$ cat config.mk
export PLATFORM = sky130hd
export DESIGN_NAME = spi_tx_sequencer_flat
export DESIGN_NICKNAME = d
export VERILOG_FILES = /design/src/rtl/spi_ctrl_pkg.sv /design/src/rtl/spi_tx_sequencer_if.sv /design/src/rtl/spi_tx_sequencer_cycle_timer.sv /design/src/rtl/spi_tx_sequencer.sv /design/src/flat_wrapper.sv
export SDC_FILE = /design/constraint.sdc
export NUM_CORES = 1
export LEC_CHECK = 0
export ABC_AREA = 1
export BUFFER_PORTS_ARGS = -buffer_cell sky130_fd_sc_hd__buf_2
export CELL_PAD_IN_SITES_DETAIL_PLACEMENT = 0
export CELL_PAD_IN_SITES_GLOBAL_PLACEMENT = 2
export CORE_MARGIN = 4
export CORE_UTILIZATION = 36
export DETAILED_ROUTE_END_ITERATION = 10
export MAX_ROUTING_LAYER = met4
export PLACE_DENSITY_LB_ADDON = 0.1
export SETUP_SLACK_MARGIN = 0.05
export SLEW_MARGIN = 20
export SYNTH_ARGS = -nofsm -noshare
export SYNTH_HDL_FRONTEND = slang
export SYNTH_SLANG_ARGS = --single-unit
$ cat constraint.sdc
create_clock -name clk_100 -period 4.7 [get_ports clk_100]
set_input_delay 0.47 -clock clk_100 [delete_from_list [all_inputs] [get_ports clk_100]]
set_output_delay 0.47 -clock clk_100 [all_outputs]
set_load 0.01 [all_outputs]
$ cat src/rtl/spi_ctrl_pkg.sv
// rtl/spi_ctrl_pkg.sv - shared types, defaults and timer sizing for the SPI TX sequencer
package spi_ctrl_pkg;

  typedef enum logic [1:0] {
    ST_IDLE      = 2'd0,
    ST_REQ       = 2'd1,
    ST_WAIT_DONE = 2'd2,
    ST_GAP       = 2'd3
  } state_e;

  localparam int DEF_DATA_W         = 8;
  localparam int DEF_COUNT_MAX      = 255;
  localparam int DEF_GAP_CYCLES     = 100;
  localparam int DEF_TIMEOUT_CYCLES = 4096;

  // Bits needed for a down-counter that can hold max_val; never narrower than 1.
  function automatic int timer_w(input int max_val);
    return (max_val < 1) ? 1 : $clog2(max_val + 1);
  endfunction

endpackage

$ cat src/rtl/spi_tx_sequencer_if.sv
// rtl/spi_tx_sequencer_if.sv - frame request/completion handshake towards the SPI master
interface spi_tx_sequencer_if #(
  parameter int DATA_W = 8
) ();
  logic [DATA_W-1:0] tx_data;
  logic              tx_valid;
  logic              tx_ready;
  logic              tx_done;

  modport master (output tx_data, output tx_valid, input tx_ready, input tx_done);
  modport slave  (input tx_data, input tx_valid, output tx_ready, output tx_done);
endinterface

$ cat src/rtl/spi_tx_sequencer_cycle_timer.sv
// rtl/spi_tx_sequencer_cycle_timer.sv - loadable down-counter with clear, enable and expired flag
module cycle_timer #(
  parameter int W = 8
) (
  input  logic         clk_100,
  input  logic         a_rst,
  input  logic         clr_i,
  input  logic         load_i,
  input  logic [W-1:0] load_val_i,
  input  logic         en_i,
  output logic         expired_o
);
  logic [W-1:0] cnt_q, cnt_d;

  // Clear beats load beats decrement; the count rests at zero once reached.
  always_comb begin
    cnt_d = cnt_q;
    if (clr_i) begin
      cnt_d = '0;
    end else if (load_i) begin
      cnt_d = load_val_i;
    end else if (en_i && (cnt_q != '0)) begin
      cnt_d = cnt_q - 1'b1;
    end
  end

  // Count register with asynchronous clear.
  always_ff @(posedge clk_100 or posedge a_rst) begin
    if (a_rst) begin
      cnt_q <= '0;
    end else begin
      cnt_q <= cnt_d;
    end
  end

  assign expired_o = (cnt_q == '0);
endmodule

$ cat src/rtl/spi_tx_sequencer.sv
// rtl/spi_tx_sequencer.sv - button-driven SPI frame sequencer with pending slot, gap and timeout
module spi_tx_sequencer
  import spi_ctrl_pkg::*;
#(
  parameter int DATA_W         = DEF_DATA_W,
  parameter int COUNT_MAX      = DEF_COUNT_MAX,
  parameter int GAP_CYCLES     = DEF_GAP_CYCLES,
  parameter int TIMEOUT_CYCLES = DEF_TIMEOUT_CYCLES
) (
  input  logic                clk_100,
  input  logic                a_rst,
  input  logic                s_rst,
  input  logic                next_count_i,
  input  logic                start_send_i,
  spi_tx_sequencer_if.master  tx_if,
  output logic [DATA_W-1:0]   count_o,
  output logic                busy_o,
  output logic                pending_o,
  output logic                overrun_o,
  output logic                timeout_o
);
  localparam int TO_W  = timer_w(TIMEOUT_CYCLES);
  localparam int GAP_W = timer_w(GAP_CYCLES);
  localparam logic [TO_W-1:0]   TO_LOAD  = TO_W'(TIMEOUT_CYCLES - 1);
  localparam logic [GAP_W-1:0]  GAP_LOAD = GAP_W'((GAP_CYCLES > 0) ? GAP_CYCLES - 1 : 0);
  localparam logic [DATA_W-1:0] CNT_MAX  = DATA_W'(COUNT_MAX);

  state_e            state_q, state_d;
  logic [DATA_W-1:0] count_q, count_d;
  logic [DATA_W-1:0] data_q, data_d;
  logic              valid_q, valid_d;
  logic              busy_q, busy_d;
  logic              pending_q, pending_d;
  logic              overrun_q, overrun_d;
  logic              dispatch;
  logic              to_load, to_expired;
  logic              gap_load, gap_expired;

  // Timeout timer runs only in WAIT_DONE; expired on the TIMEOUT_CYCLES-th cycle there.
  cycle_timer #(.W(TO_W)) u_timeout (
    .clk_100   (clk_100),
    .a_rst     (a_rst),
    .clr_i     (s_rst),
    .load_i    (to_load),
    .load_val_i(TO_LOAD),
    .en_i      (state_q == ST_WAIT_DONE),
    .expired_o (to_expired)
  );

  // Gap timer runs only in GAP; expired on the last gap cycle.
  cycle_timer #(.W(GAP_W)) u_gap (
    .clk_100   (clk_100),
    .a_rst     (a_rst),
    .clr_i     (s_rst),
    .load_i    (gap_load),
    .load_val_i(GAP_LOAD),
    .en_i      (state_q == ST_GAP),
    .expired_o (gap_expired)
  );

  // Next state, payload counter, frame latch and request queue.
  always_comb begin
    state_d   = state_q;
    data_d    = data_q;
    pending_d = pending_q;
    overrun_d = 1'b0;
    dispatch  = 1'b0;
    to_load   = 1'b0;
    gap_load  = 1'b0;
    count_d   = count_q;
    if (next_count_i) begin
      count_d = (count_q == CNT_MAX) ? '0 : count_q + 1'b1;
    end

    case (state_q)
      ST_IDLE: begin
        if (start_send_i) begin
          data_d  = count_q;
          state_d = ST_REQ;
        end
      end
      ST_REQ: begin
        if (tx_if.tx_ready) begin
          state_d = ST_WAIT_DONE;
          to_load = 1'b1;
        end
      end
      ST_WAIT_DONE: begin
        if (tx_if.tx_done || to_expired) begin
          if (GAP_CYCLES == 0) begin
            dispatch = 1'b1;
          end else begin
            state_d  = ST_GAP;
            gap_load = 1'b1;
          end
        end
      end
      ST_GAP: begin
        if (gap_expired) begin
          dispatch = 1'b1;
        end
      end
      default: state_d = ST_IDLE;
    endcase

    // At the end of a frame a held request (or one arriving right now) is launched directly.
    if (state_q != ST_IDLE) begin
      if (dispatch) begin
        if (pending_q || start_send_i) begin
          data_d    = count_q;
          state_d   = ST_REQ;
          pending_d = pending_q && start_send_i;
        end else begin
          state_d = ST_IDLE;
        end
      end else if (start_send_i) begin
        if (pending_q) begin
          overrun_d = 1'b1;
        end else begin
          pending_d = 1'b1;
        end
      end
    end

    if (s_rst) begin
      state_d   = ST_IDLE;
      count_d   = '0;
      data_d    = '0;
      pending_d = 1'b0;
      overrun_d = 1'b0;
    end

    valid_d = (state_d == ST_REQ);
    busy_d  = (state_d != ST_IDLE);
  end

  // State and output registers with asynchronous reset.
  always_ff @(posedge clk_100 or posedge a_rst) begin
    if (a_rst) begin
      state_q   <= ST_IDLE;
      count_q   <= '0;
      data_q    <= '0;
      valid_q   <= 1'b0;
      busy_q    <= 1'b0;
      pending_q <= 1'b0;
      overrun_q <= 1'b0;
    end else begin
      state_q   <= state_d;
      count_q   <= count_d;
      data_q    <= data_d;
      valid_q   <= valid_d;
      busy_q    <= busy_d;
      pending_q <= pending_d;
      overrun_q <= overrun_d;
    end
  end

  assign tx_if.tx_data  = data_q;
  assign tx_if.tx_valid = valid_q;
  assign count_o        = count_q;
  assign busy_o         = busy_q;
  assign pending_o      = pending_q;
  assign overrun_o      = overrun_q;
  // A completion arriving in the expiry cycle suppresses the abort.
  assign timeout_o      = (state_q == ST_WAIT_DONE) && to_expired && !tx_if.tx_done;
endmodule

$ cat src/flat_wrapper.sv
// flat-port wrapper written by rule: the top's interface ports become plain ports
module spi_tx_sequencer_flat import spi_ctrl_pkg::*;
#(
  parameter int DATA_W         = DEF_DATA_W,
  parameter int COUNT_MAX      = DEF_COUNT_MAX,
  parameter int GAP_CYCLES     = DEF_GAP_CYCLES,
  parameter int TIMEOUT_CYCLES = DEF_TIMEOUT_CYCLES
)
  (clk_100, a_rst, s_rst, next_count_i, start_send_i, count_o, busy_o, pending_o, overrun_o, timeout_o, tx_if_tx_data, tx_if_tx_valid, tx_if_tx_ready, tx_if_tx_done);
  spi_tx_sequencer_if #(.DATA_W(DATA_W)) tx_if_i ();
  input  logic clk_100;
  input  logic a_rst;
  input  logic s_rst;
  input  logic next_count_i;
  input  logic start_send_i;
  output logic [DATA_W-1:0] count_o;
  output logic busy_o;
  output logic pending_o;
  output logic overrun_o;
  output logic timeout_o;
  output wire logic [$bits(tx_if_i.tx_data)-1:0] tx_if_tx_data;
  output wire logic [$bits(tx_if_i.tx_valid)-1:0] tx_if_tx_valid;
  input wire logic [$bits(tx_if_i.tx_ready)-1:0] tx_if_tx_ready;
  input wire logic [$bits(tx_if_i.tx_done)-1:0] tx_if_tx_done;
  assign tx_if_tx_data = tx_if_i.tx_data;
  assign tx_if_tx_valid = tx_if_i.tx_valid;
  assign tx_if_i.tx_ready = tx_if_tx_ready;
  assign tx_if_i.tx_done = tx_if_tx_done;
  spi_tx_sequencer #(.DATA_W(DATA_W), .COUNT_MAX(COUNT_MAX), .GAP_CYCLES(GAP_CYCLES), .TIMEOUT_CYCLES(TIMEOUT_CYCLES)) u_core (.clk_100(clk_100), .a_rst(a_rst), .s_rst(s_rst), .next_count_i(next_count_i), .start_send_i(start_send_i), .tx_if(tx_if_i), .count_o(count_o), .busy_o(busy_o), .pending_o(pending_o), .overrun_o(overrun_o), .timeout_o(timeout_o));
endmodule
Yosys cells after proc, flatten, opt, wreduce, memory -nomap -nowiden
Cells that the tools add are included.

storage, ports and cells
  output and inout bits = 21
  register bits = 42
  input bits = 7
  logic and storage cells = 78

operators by class
  reduce and logical (&&, ||, !) cells = 21
  add/sub/neg operators = 3
  eq/ne operators = 6
  muxes and demuxes = 39

operator list
  cell                     number
  $mux W8                  9
  $mux W13                 3
  $mux W7                  3
  $mux W1                  17
  $logic_not A13 Y1        1
  $reduce_bool A13 Y1      1
  $sub A13 B1 Y13 const B  1
  $mux W2                  6
  $reduce_bool A3 Y1       3
  $add A8 B1 Y8 const B    1
  $eq A8 B8 Y1 const B     1
  $reduce_bool A2 Y1       4
  $logic_not A7 Y1         1
  $reduce_bool A7 Y1       1
  $sub A7 B1 Y7 const B    1
  $pmux W2 S3              1
  $logic_and A1 B1 Y1      5
  $eq A2 B1 Y1 const B     2
  $eq A2 B2 Y1 const B     2
  $ne A3 B3 Y1 const B     1
  $reduce_and A3 Y1        1
  $logic_not A2 Y1         1
  $logic_or A1 B1 Y1       2
  $logic_not A1 Y1         1

Logic depth before layout (Yosys ltp)
Gate-level depths: netlist of the first run.

  word-level depth = 8
  depth in mapped cells = 10
  gate-level depth less buffers = 10

Modules after synthesis
A second synthesis of the first run with hierarchy kept.

second synthesis, totals
  cells, all modules = 384
  area, all modules = 2678.8 sq um

modules (own cells, without submodules)
  module                           instances  seq. area each (sq um)  cells an instance  area an instance (sq um)
  spi_tx_sequencer                 1          550.5                   151                1126.1
  cycle_timer at u_core.u_timeout  1          325.3                   152                996.0
  cycle_timer at u_core.u_gap      1          175.2                   81                 556.8

Least setup slack after synthesis of the first run
Ideal clock, no wire load.

  kind = register to output
  from = register u_core.u_timeout.cnt_q[0]
  to = output port timeout_o
  arrival = 1.331 ns
  cell stages (with the launch flop) = 7
  slack = 2.899 ns
  data required time = 4.230 ns
  path buffers = 0
  path through = dfrtp_1 > inv_1 > ha_1 > nand2_1 > nor2_1 > nand2_1 > nor4_1

between the ends
  longest elaborated chain between the ends = 3

RTL lines
  element                            line                                text
  start, declared                    spi_tx_sequencer_cycle_timer.sv:13  logic [W-1:0] cnt_q, cnt_d;
  start signal, assigned             spi_tx_sequencer_cycle_timer.sv:32  cnt_q <= cnt_d;
  $logic_not A13 Y1                  spi_tx_sequencer_cycle_timer.sv:36  assign expired_o = (cnt_q == '0);
  $logic_and A1 B1 Y1 (2 in series)  spi_tx_sequencer.sv:165             assign timeout_o = (state_q == ST_WAIT_DONE) && to_expired && !tx_if.tx_done;
  end, declared                      flat_wrapper.sv:20                  output logic timeout_o;

Every way passes these cells.

Worst setup path after layout of the first run
Same ends and word-level chain as after synthesis.

==> load_flow_metrics.sql, run 1 <==
INSERT INTO impl_metrics (metric_group, metric, value, unit) VALUES
('sta', 'post-route-period-util', '48.58', '%'),
('layout', 'drive_gt1_share', '17.01', '%'),
('run_status', 'status', 'finished clean', ''),
('pwr', 'leakage_power', '0.001424', 'µW'),
('global_route', 'global_route_wire_length_before_repair', '10.19', 'mm'),
('synth', 'synthAdderAreaFrac', '1.576', '%'),
('synth', 'synth-main-ff-cell', 'sky130_fd_sc_hd__dfrtp_1', ''),
('die', 'dieHeight', '89.35', 'µm'),
('pwr', 'power.ir.vdd_worst', '0.0002516', 'V'),
('cts', 'clk_latency', '0.29', 'ns'),
('synth', 'synth-simple-area-share', '33.35', '%'),
('layout', 'layout-area-overhead-vs-synth', '12.66', '%'),
('cts', 'cts.reportedPaths.clkPinSlew', '0.08', 'ns'),
('cts', 'cts-root-to-sink-buffers', '2', ''),
('synth', 'yosysSeqAreaShare', '44.12', '%'),
('cts', 'hold_buffers', '0', ''),
('sta', 'clock_skew', '0.003162', 'ns'),
('synth', 'yosys.area.top_type', 'sky130_fd_sc_hd__dfrtp_1', ''),
('sta', 'layout_min_cycle_time', '2.283', 'ns'),
('pwr', 'comb_power_share', '40.9', '%'),
('pwr', 'total_power', '1404', 'µW'),
('drt', 'drt_pass1_iterations', '4', ''),
('placement', 'cell_area_reported_after_detailed_placement', '0.002571', 'mm²'),
('pwr', 'power.clock.fraction', '21.5', '%'),
('layout', 'nFillCells', '693', ''),
('cts', 'tritoncts_clock_tree', 'done', ''),
('die', 'die_outline_area', '0.007983', 'mm²'),
('sta', 'setup-tns-final', '0', 'ns'),
('hold_path', 'hp-class', 'input port to async pin', ''),
('critical_path', 'kind_of_capture_point_of_the_worst_setup_path', 'output port', ''),
('synth', 'synth_warnings', '0', ''),
('synth', 'synthDistinctLibCells', '27', ''),
('critical_path', 'arrival', '1.81', 'ns'),
('synth', 'flip_flop_and_latch_count_after_synthesis', '42', ''),
('sta', 'clock.fmax', '438.0', 'MHz'),
('global_route', 'grt_pass1_vias', '2115', ''),
('synth', 'synth_top_cells_by_area', 'sky130_fd_sc_hd__dfrtp_1 (44%), sky130_fd_sc_hd__nand2_1 (11%), sky130_fd_sc_hd__nand3_1 (9.0%), sky130_fd_sc_hd__nor2_1 (6.6%), sky130_fd_sc_hd__inv_1 (4.9%)', ''),
('synth', 'synthCells', '313', ''),
('synth', 'largest_family_of_logic_cells_by_synthesized_area', 'simple AND/OR/NAND/NOR gates', ''),
('global_route', 'initial_antenna_violation_count', '0', ''),
('critical_path', 'worstReg2RegStart', 'u_core.u_timeout.cnt_q[0]', ''),
('layout', 'final_cell_mix', 'sky130_fd_sc_hd__nand2_1 (68), sky130_fd_sc_hd__nand3_1 (43), sky130_fd_sc_hd__nor2_1 (42), sky130_fd_sc_hd__dfrtp_1 (42), sky130_fd_sc_hd__inv_1 (30)', ''),
('die', 'core_area', '0.006386', 'mm²'),
('cts', 'cts.sinks', '42', ''),
('global_route', 'grt_overall_usage', '16.68', '%'),
('die', 'num_rows', '29', ''),
('drt', 'wl_per_cell', '13.84', 'µm'),
('critical_path', 'worst-path-max-fanout', '5', ''),
('synth', 'async_flop_share', '100.0', '%'),
('placement', 'dpl.cell_count', '411', ''),
('pwr', 'cellInternalPower', '824.9', 'µW'),
('critical_path', 'setup.worst_path.start', 'u_core.u_timeout.cnt_q[0]', ''),
('synth', 'yosys.area_share.xor_xnor', '1.838', '%'),
('synth', 'yosys-mux-area-fraction', '0', '%'),
('cts', 'cts_setup_buffers', '0', ''),
('global_route', 'largest_net_degree_at_the_start_of_global_routing', '43', ''),
('sta', 'timing_max_transition_violations_final', '0', ''),
('sta', 'transition_time_at_the_pin_with_the_least_slew_margin', '0.9191', 'ns'),
('synth', 'netlist_area', '0.002382', 'mm²'),
('job', 'max_cap_violations', '0', ''),
('layout', 'sequential_cell_area', '0.001051', 'mm²'),
('layout', 'finish.instance_area', '0.002684', 'mm²'),
('synth', 'post-synth-top-area-fraction', '44.12', '%'),
('layout', 'antenna-diode-count', '0', ''),
('global_route', 'globalRoute.totalOverflow', '0', ''),
('layout', 'post_layout_nonfiller_instances', '418', ''),
('cts', 'ctsResizeCount', '0', ''),
('placement', 'io_buffers', '27', ''),
('pwr', 'p_sw_share', '41.26', '%'),
('synth', 'synth_edf_count', '0', ''),
('layout', 'multi_input_area', '0.001157', 'mm²');
-- synth_stat cells, types with 3 or more instances --
master and count:
sky130_fd_sc_hd__a21oi_1 18, sky130_fd_sc_hd__buf_6 3, sky130_fd_sc_hd__clkbuf_1 3, sky130_fd_sc_hd__dfrtp_1 42, sky130_fd_sc_hd__ha_1 3, sky130_fd_sc_hd__inv_1 31
sky130_fd_sc_hd__nand2_1 68, sky130_fd_sc_hd__nand2_2 6, sky130_fd_sc_hd__nand3_1 43, sky130_fd_sc_hd__nand4_1 4, sky130_fd_sc_hd__nor2_1 42, sky130_fd_sc_hd__nor2_4 3
sky130_fd_sc_hd__o21ai_0 20, sky130_fd_sc_hd__o21ai_2 8, sky130_fd_sc_hd__xor2_1 5
-- logic make-up (layout without fill, tap and decap cells) --
kind of cell / Yosys count / after routing
simple gates: 174 / 174
compound gates: 49 / 49
buf+inv: 40 / 68
flops: 42 / 42
xor+xnor: 5 / 5
fa+ha+maj: 3 / 3
-- path summary, 6_finish.rpt --
| kind | cells past startpoint | slack (ns) | to |
|---|---|---|---|
| setup / recovery | 7 | 2.42 | timeout_o |
| hold reg to reg | 2 | 0.53 | u_core.u_timeout.cnt_q[12] |
| hold / removal | 3 | 0.29 | u_core.u_gap.cnt_q[6] |
| max in group asynchronous | 3 | 4.03 | u_core.tx_if.tx_data[7] |
| setup reg to reg | 10 | 2.68 | u_core.u_timeout.cnt_q[5] |
| min in group clk_100 | 3 | 0.45 | u_core.overrun_o |
-- sequential cells by signal (all words and copies together) (netlist names) --
| signal | cells |
|---|---|
| u_core.busy_o | 1 |
| u_core.count_o | 8 |
| u_core.overrun_o | 1 |
| u_core.pending_o | 1 |
| u_core.state_q | 2 |
| u_core.tx_if.tx_data | 8 |
| u_core.tx_if.tx_valid | 1 |
| u_core.u_gap.cnt_q | 7 |
| u_core.u_timeout.cnt_q | 13 |
-- stage by stage --
step	util [%]	setup WS (ns)	hold WS (ns)
2_1_floorplan	-	2.899	0.4805
3_5_place_dp	40.26	2.281	0.5222
3_3_place_gp	40.26	2.342	0.5141
6_report	42.03	2.417	0.2939
4_1_cts	42.03	2.371	0.3142
5_1_grt	42.03	2.158	0.3359
-- worst max-delay path: stages (launching register included) --
cell	delay, ns
sky130_fd_sc_hd__dfrtp_1	0.41
sky130_fd_sc_hd__inv_1	0.15
sky130_fd_sc_hd__ha_1	0.21
sky130_fd_sc_hd__nand2_1	0.15
sky130_fd_sc_hd__nor2_1	0.13
sky130_fd_sc_hd__nand2_1	0.10
sky130_fd_sc_hd__nor4_1	0.18
sky130_fd_sc_hd__buf_2	0.18
-- power by group through the flow --
| stage | sequential (µW) | combinational, µW | clock [µW] |
|---|---|---|---|
| 4_1_cts | 531 | 582 | 312 |
| 3_3_place_gp | 538 | 581 | 0 |
| 5_1_grt | 547 | 681 | 327 |
| 2_1_floorplan | 524 | 467 | 0 |
| 6_report | 529 | 574 | 302 |
| 3_5_place_dp | 537 | 580 | 0 |
-- cell type report --
type | instances | area share, %
Multi-Input combinational cell | 231 | 43.12
Timing Repair Buffer | 28 | 5.315
Clock buffer | 6 | 3.077
Clock inverter | 1 | 1.119
Sequential cell | 42 | 39.16
Tap cell | 77 | 3.590
Inverter | 33 | 4.615
-- per-layer routing --
metal	track usage [%]	vias up	wire [µm]
met3	2.949	5	135
met4	4.060	0	56
li1	-	1074	-
met2	25.85	23	2633
met1	22.67	974	2962
met5	-	-	0
No activity file was read; power rests on OpenSTA's default activity.
==> inputs of run 2 (changes only) <==
--- a/config.mk
+++ b/config.mk
@@ -5,12 +5,12 @@
 export SDC_FILE = /design/constraint.sdc
 export NUM_CORES = 1
 export LEC_CHECK = 0
-export ABC_AREA = 1
+export ABC_AREA = 0
 export BUFFER_PORTS_ARGS = -buffer_cell sky130_fd_sc_hd__buf_2
 export CELL_PAD_IN_SITES_DETAIL_PLACEMENT = 0
 export CELL_PAD_IN_SITES_GLOBAL_PLACEMENT = 2
 export CORE_MARGIN = 4
-export CORE_UTILIZATION = 36
+export CORE_UTILIZATION = 33
 export DETAILED_ROUTE_END_ITERATION = 10
 export MAX_ROUTING_LAYER = met4
 export PLACE_DENSITY_LB_ADDON = 0.1
==> constraint.sdc (replaced) <==
create_clock -name clk_100 -period 2.05 [get_ports clk_100]
set_input_delay 0.205 -clock clk_100 [delete_from_list [all_inputs] [get_ports clk_100]]
set_output_delay 0.205 -clock clk_100 [all_outputs]
set_load 0.01 [all_outputs]
==> load_flow_metrics.sql, run 2 <==
INSERT INTO impl_metrics (metric_group, metric, value, unit) VALUES
('cts', 'h_tree_levels', '2', ''),
('cts', 'cts-root-to-sink-buffers', '2', ''),
('layout', 'largest_register_ffs', '13', ''),
('global_route', 'initial_antenna_violation_count', '0', ''),
('layout', 'largest_register', 'u_core.u_timeout.cnt_q', ''),
('critical_path', 'kind_of_capture_point_of_the_worst_setup_path', 'flop', ''),
('run_status', 'failed_checks', 'setup timing', ''),
('synth', 'syn_avg_cell_area', '9.848', 'µm²'),
('die', 'core_area', '0.006422', 'mm²'),
('placement', 'io_buffers', '27', ''),
('cts', 'cts.sinks', '42', ''),
('pwr', 'cellInternalPower', '1533', 'µW'),
('critical_path', 'chain_of_cells_forming_the_critical_path', 'inv_2, ha_4, or4b_4, or4_4, or3_1, a31oi_1', ''),
('cts', 'cts.reportedPaths.clkPinSlew', '0.08', 'ns'),
('global_route', 'global_route_wire_length_before_repair', '9.701', 'mm'),
('synth', 'synth-main-ff-cell', 'sky130_fd_sc_hd__dfrtp_1', ''),
('synth', 'synthDistinctLibCells', '46', ''),
('cts', 'tritoncts_clock_tree', 'done', ''),
('synth', 'synth_edf_count', '0', ''),
('placement', 'dpl.cell_count', '348', ''),
('die', 'num_rows', '29', ''),
('sta', 'timing_max_transition_violations_final', '0', ''),
('sta', 'post-route-period-util', '102.1', '%'),
('die', 'floorplan.initialDensity', '34.35', '%'),
('layout', 'drive_gt1_share', '34.04', '%'),
('cts', 'tritoncts_buffers', '5', ''),
('cts', 'clk_latency', '0.29', 'ns'),
('sta', 'clock.fmax', '477.7', 'MHz'),
('pwr', 'leakage_power', '0.001373', 'µW'),
('global_route', 'met2_usage_grt', '23.50', '%'),
('critical_path', 'critPathLaunchType', 'flop', ''),
('critical_path', 'critical_path.max_stage_delay', '0.49', 'ns'),
('synth', 'flip_flop_and_latch_count_after_synthesis', '42', ''),
('layout', 'final_cell_mix', 'sky130_fd_sc_hd__dfrtp_1 (42), sky130_fd_sc_hd__buf_4 (29), sky130_fd_sc_hd__buf_2 (27)', ''),
('synth', 'async_flop_share', '100.0', '%'),
('cts', 'cts_root_buf', 'sky130_fd_sc_hd__clkbuf_8', ''),
('drt', 'wl_per_cell', '15.04', 'µm'),
('layout', 'finish.instance_area', '0.002863', 'mm²'),
('layout', 'final_util', '44.57', '%'),
('synth', 'synth_warnings', '0', ''),
('placement', 'cell_area_reported_after_detailed_placement', '0.002623', 'mm²'),
('layout', 'finish.net_count', '291', ''),
('synth', 'syn_nets', '234', ''),
('global_route', 'grtUsageMet1', '19.60', '%'),
('critical_path', 'master_of_the_slowest_instance_on_the_critical_path', 'sky130_fd_sc_hd__or4_4', ''),
('synth', 'post-synth-top-area-fraction', '47.65', '%'),
('critical_path', 'timing.setup.critical_path_class', 'flop to flop', ''),
('sta', 'slew-limit-headroom', '66.33', '%'),
('drt', 'finalWirelength', '5.398', 'mm'),
('drt', 'detail_route.drc_violations', '0', ''),
('critical_path', 'worst_ep_required_time', '2.27', 'ns'),
('global_route', 'largest_net_degree_at_the_start_of_global_routing', '27', ''),
('pwr', 'power.clock.fraction', '29.7', '%'),
('critical_path', 'worst_path_dominant_cell_family', 'simple AND/OR/NAND/NOR gates', ''),
('sta', 'final.setup.worst_slack', '-0.04324', 'ns'),
('drt', 'detailed_route_iter0_violations', '65', ''),
('pwr', 'comb_power_share', '27.8', '%'),
('drt', 'dr_vias', '1884', ''),
('run_status', 'status', 'complete, but fails checks', ''),
('pwr', 'powerDensity', '757.8', 'mW/mm²'),
('sta', 'report.final.setup_viol', '1', ''),
('global_route', 'globalRoute.totalOverflow', '0', ''),
('synth', 'post-synth-top-count-cell', 'sky130_fd_sc_hd__dfrtp_1', ''),
('synth', 'synth_top_cells_by_area', 'sky130_fd_sc_hd__dfrtp_1 (48%), sky130_fd_sc_hd__mux2i_1 (5.0%), sky130_fd_sc_hd__nor2_1 (3.1%), sky130_fd_sc_hd__a21oi_1 (2.9%), sky130_fd_sc_hd__a31oi_1 (2.6%)', ''),
('critical_path', 'timing.critical_path.buf_inv', '1', ''),
('global_route', 'globalRoute.busiestLayer', 'met2', ''),
('die', 'dieHeight', '89.76', 'µm'),
('sta', 'hold_violations', '0', ''),
('layout', 'antenna-diode-count', '0', ''),
('hold_path', 'hp-class', 'input port to flop', ''),
('sta', 'transition_time_at_the_pin_with_the_least_slew_margin', '0.4983', 'ns'),
('critical_path', 'timing.critical_path.depth', '6', ''),
('critical_path', 'worst_setup_path_endpoint', 'u_core.u_timeout.cnt_q[10]', ''),
('global_route', 'grt_overall_usage', '14.84', '%'),
('sta', 'setup-tns-final', '-0.04324', 'ns'),
('synth', 'yosysSeqAreaShare', '47.65', '%'),
('critical_path', 'arrival', '2.31', 'ns'),
('synth', 'yosys.area.top_type', 'sky130_fd_sc_hd__dfrtp_1', ''),
('global_route', 'grt_pass1_vias', '2001', ''),
('synth', 'netlist_area', '0.002206', 'mm²'),
('drt', 'vias_per_cell', '5.248', ''),
('synth', 'synthCells', '224', ''),
('critical_path', 'regToRegEndpoint', 'u_core.u_timeout.cnt_q[10]', ''),
('pwr', 'p_sw_share', '29.33', '%'),
('die', 'design.portCount', '28', ''),
('sta', 'setup_repair_after_global_routing_missed_its_margin', 'yes', ''),
('layout', 'layout-area-overhead-vs-synth', '29.78', '%'),
('critical_path', 'setup.worst_path.start', 'u_core.u_timeout.cnt_q[0]', ''),
('layout', 'layout_commonest_cell', 'sky130_fd_sc_hd__dfrtp_1', ''),
('global_route', 'routing_usage_on_met3', '2.922', '%'),
('critical_path', 'worstReg2RegStart', 'u_core.u_timeout.cnt_q[0]', ''),
('die', 'die_outline_area', '0.008057', 'mm²'),
('critical_path', 'timing.reg2reg.setup_slack', '-0.04', 'ns'),
('layout', 'post_layout_nonfiller_instances', '359', ''),
('pwr', 'power.net_switching', '636.3', 'µW'),
('drt', 'ant_nets', '0', ''),
('placement', 'place.detailed.hpwl', '4.001', 'mm'),
('pwr', 'power.share.sequential', '42.5', '%'),
('critical_path', 'timing.reg2reg.worst_path_depth', '6', ''),
('critical_path', 'worst-path-max-fanout', '3', ''),
('placement', 'routabilityCongestion', '0.7790', ''),
('pwr', 'power.ir.vdd_worst', '0.0003203', 'V'),
('synth', 'most_instantiated_cells_after_synthesis', 'sky130_fd_sc_hd__dfrtp_1 (42), sky130_fd_sc_hd__nor2_1 (18), sky130_fd_sc_hd__nand2_1 (14)', ''),
('job', 'max_cap_violations', '0', ''),
('sta', 'clock_skew', '0.002753', 'ns'),
('drt', 'drt_pass1_iterations', '4', ''),
('sta', 'layout_min_cycle_time', '2.093', 'ns'),
('die', 'die_width', '89.76', 'µm');
## run 2: tightest hold or removal path, cell delays in order
cell and delay (ns):
sky130_fd_sc_hd__buf_2 0.13, sky130_fd_sc_hd__nand2_1 0.07, sky130_fd_sc_hd__a221oi_1 0.06
## run 2: final cells by class
type	instances	area, µm²
Timing Repair Buffer	59	385.4
Clock inverter	3	40.04
Tap cell	77	96.34
Inverter	11	41.29
Multi-Input combinational cell	162	1180
Clock buffer	5	68.82
Sequential cell	42	1051
Fill cell	648	3560
## run 2: metal layers
metal | vias up | wire length, µm
li1 | 938 | -
met1 | 917 | 2688
met2 | 24 | 2477
met3 | 5 | 173
met4 | 0 | 58
met5 | - | 0
## run 2: worst min-delay path by stage
stage,startpoint,end,slack (ns),depth (start not counted)
floorplan,start_send_i,u_core.pending_o,0.36,2
global placement,a_rst,u_core.u_timeout.cnt_q[3],0.16,2
detailed placement,a_rst,u_core.u_timeout.cnt_q[3],0.16,2
CTS,start_send_i,u_core.pending_o,0.21,3
global route,start_send_i,u_core.pending_o,0.24,3
finish,start_send_i,u_core.pending_o,0.22,3
## run 2: cells by family after synthesis
| family | synth area share [%] |
|---|---|
| compound gates | 16.56 |
| xor+xnor | 3.176 |
| fa+ha+maj | 1.702 |
| buf+inv | 3.914 |
| flops | 47.65 |
| mux | 6.013 |
| simple gates | 20.99 |
## run 2: through the flow
| stage | hold WS [ns] | total power [µW] | setup slack (ns) |
|---|---|---|---|
| 3_5_place_dp | 0.1558 | 1449 | -0.08096 |
| 4_1_cts | 0.2057 | 2143 | -0.04946 |
| 5_1_grt | 0.2351 | 2313 | -0.1194 |
| 3_3_place_gp | 0.1574 | 1452 | -0.04275 |
| 2_1_floorplan | 0.3611 | 1258 | -0.04183 |
| 6_report | 0.2208 | 2169 | -0.04324 |
## run 2: power by group through the flow
stage          Sequential (µW)  Combinational (µW)  Clock (µW)
2_1_floorplan              944                 314           0
3_3_place_gp               938                 514           0
3_5_place_dp               937                 513           0
4_1_cts                    922                 548         673
5_1_grt                    932                 673         708
6_report                   923                 602         644
## run 2: timing repair
item,CTS,global route
endpoints found under the setup margin,11,25
hold buffers,1,0
pin swaps,5,6
cloned,0,0
gates resized for setup,6,20
endpoints found under the hold margin,10,0
setup buffers,2,1
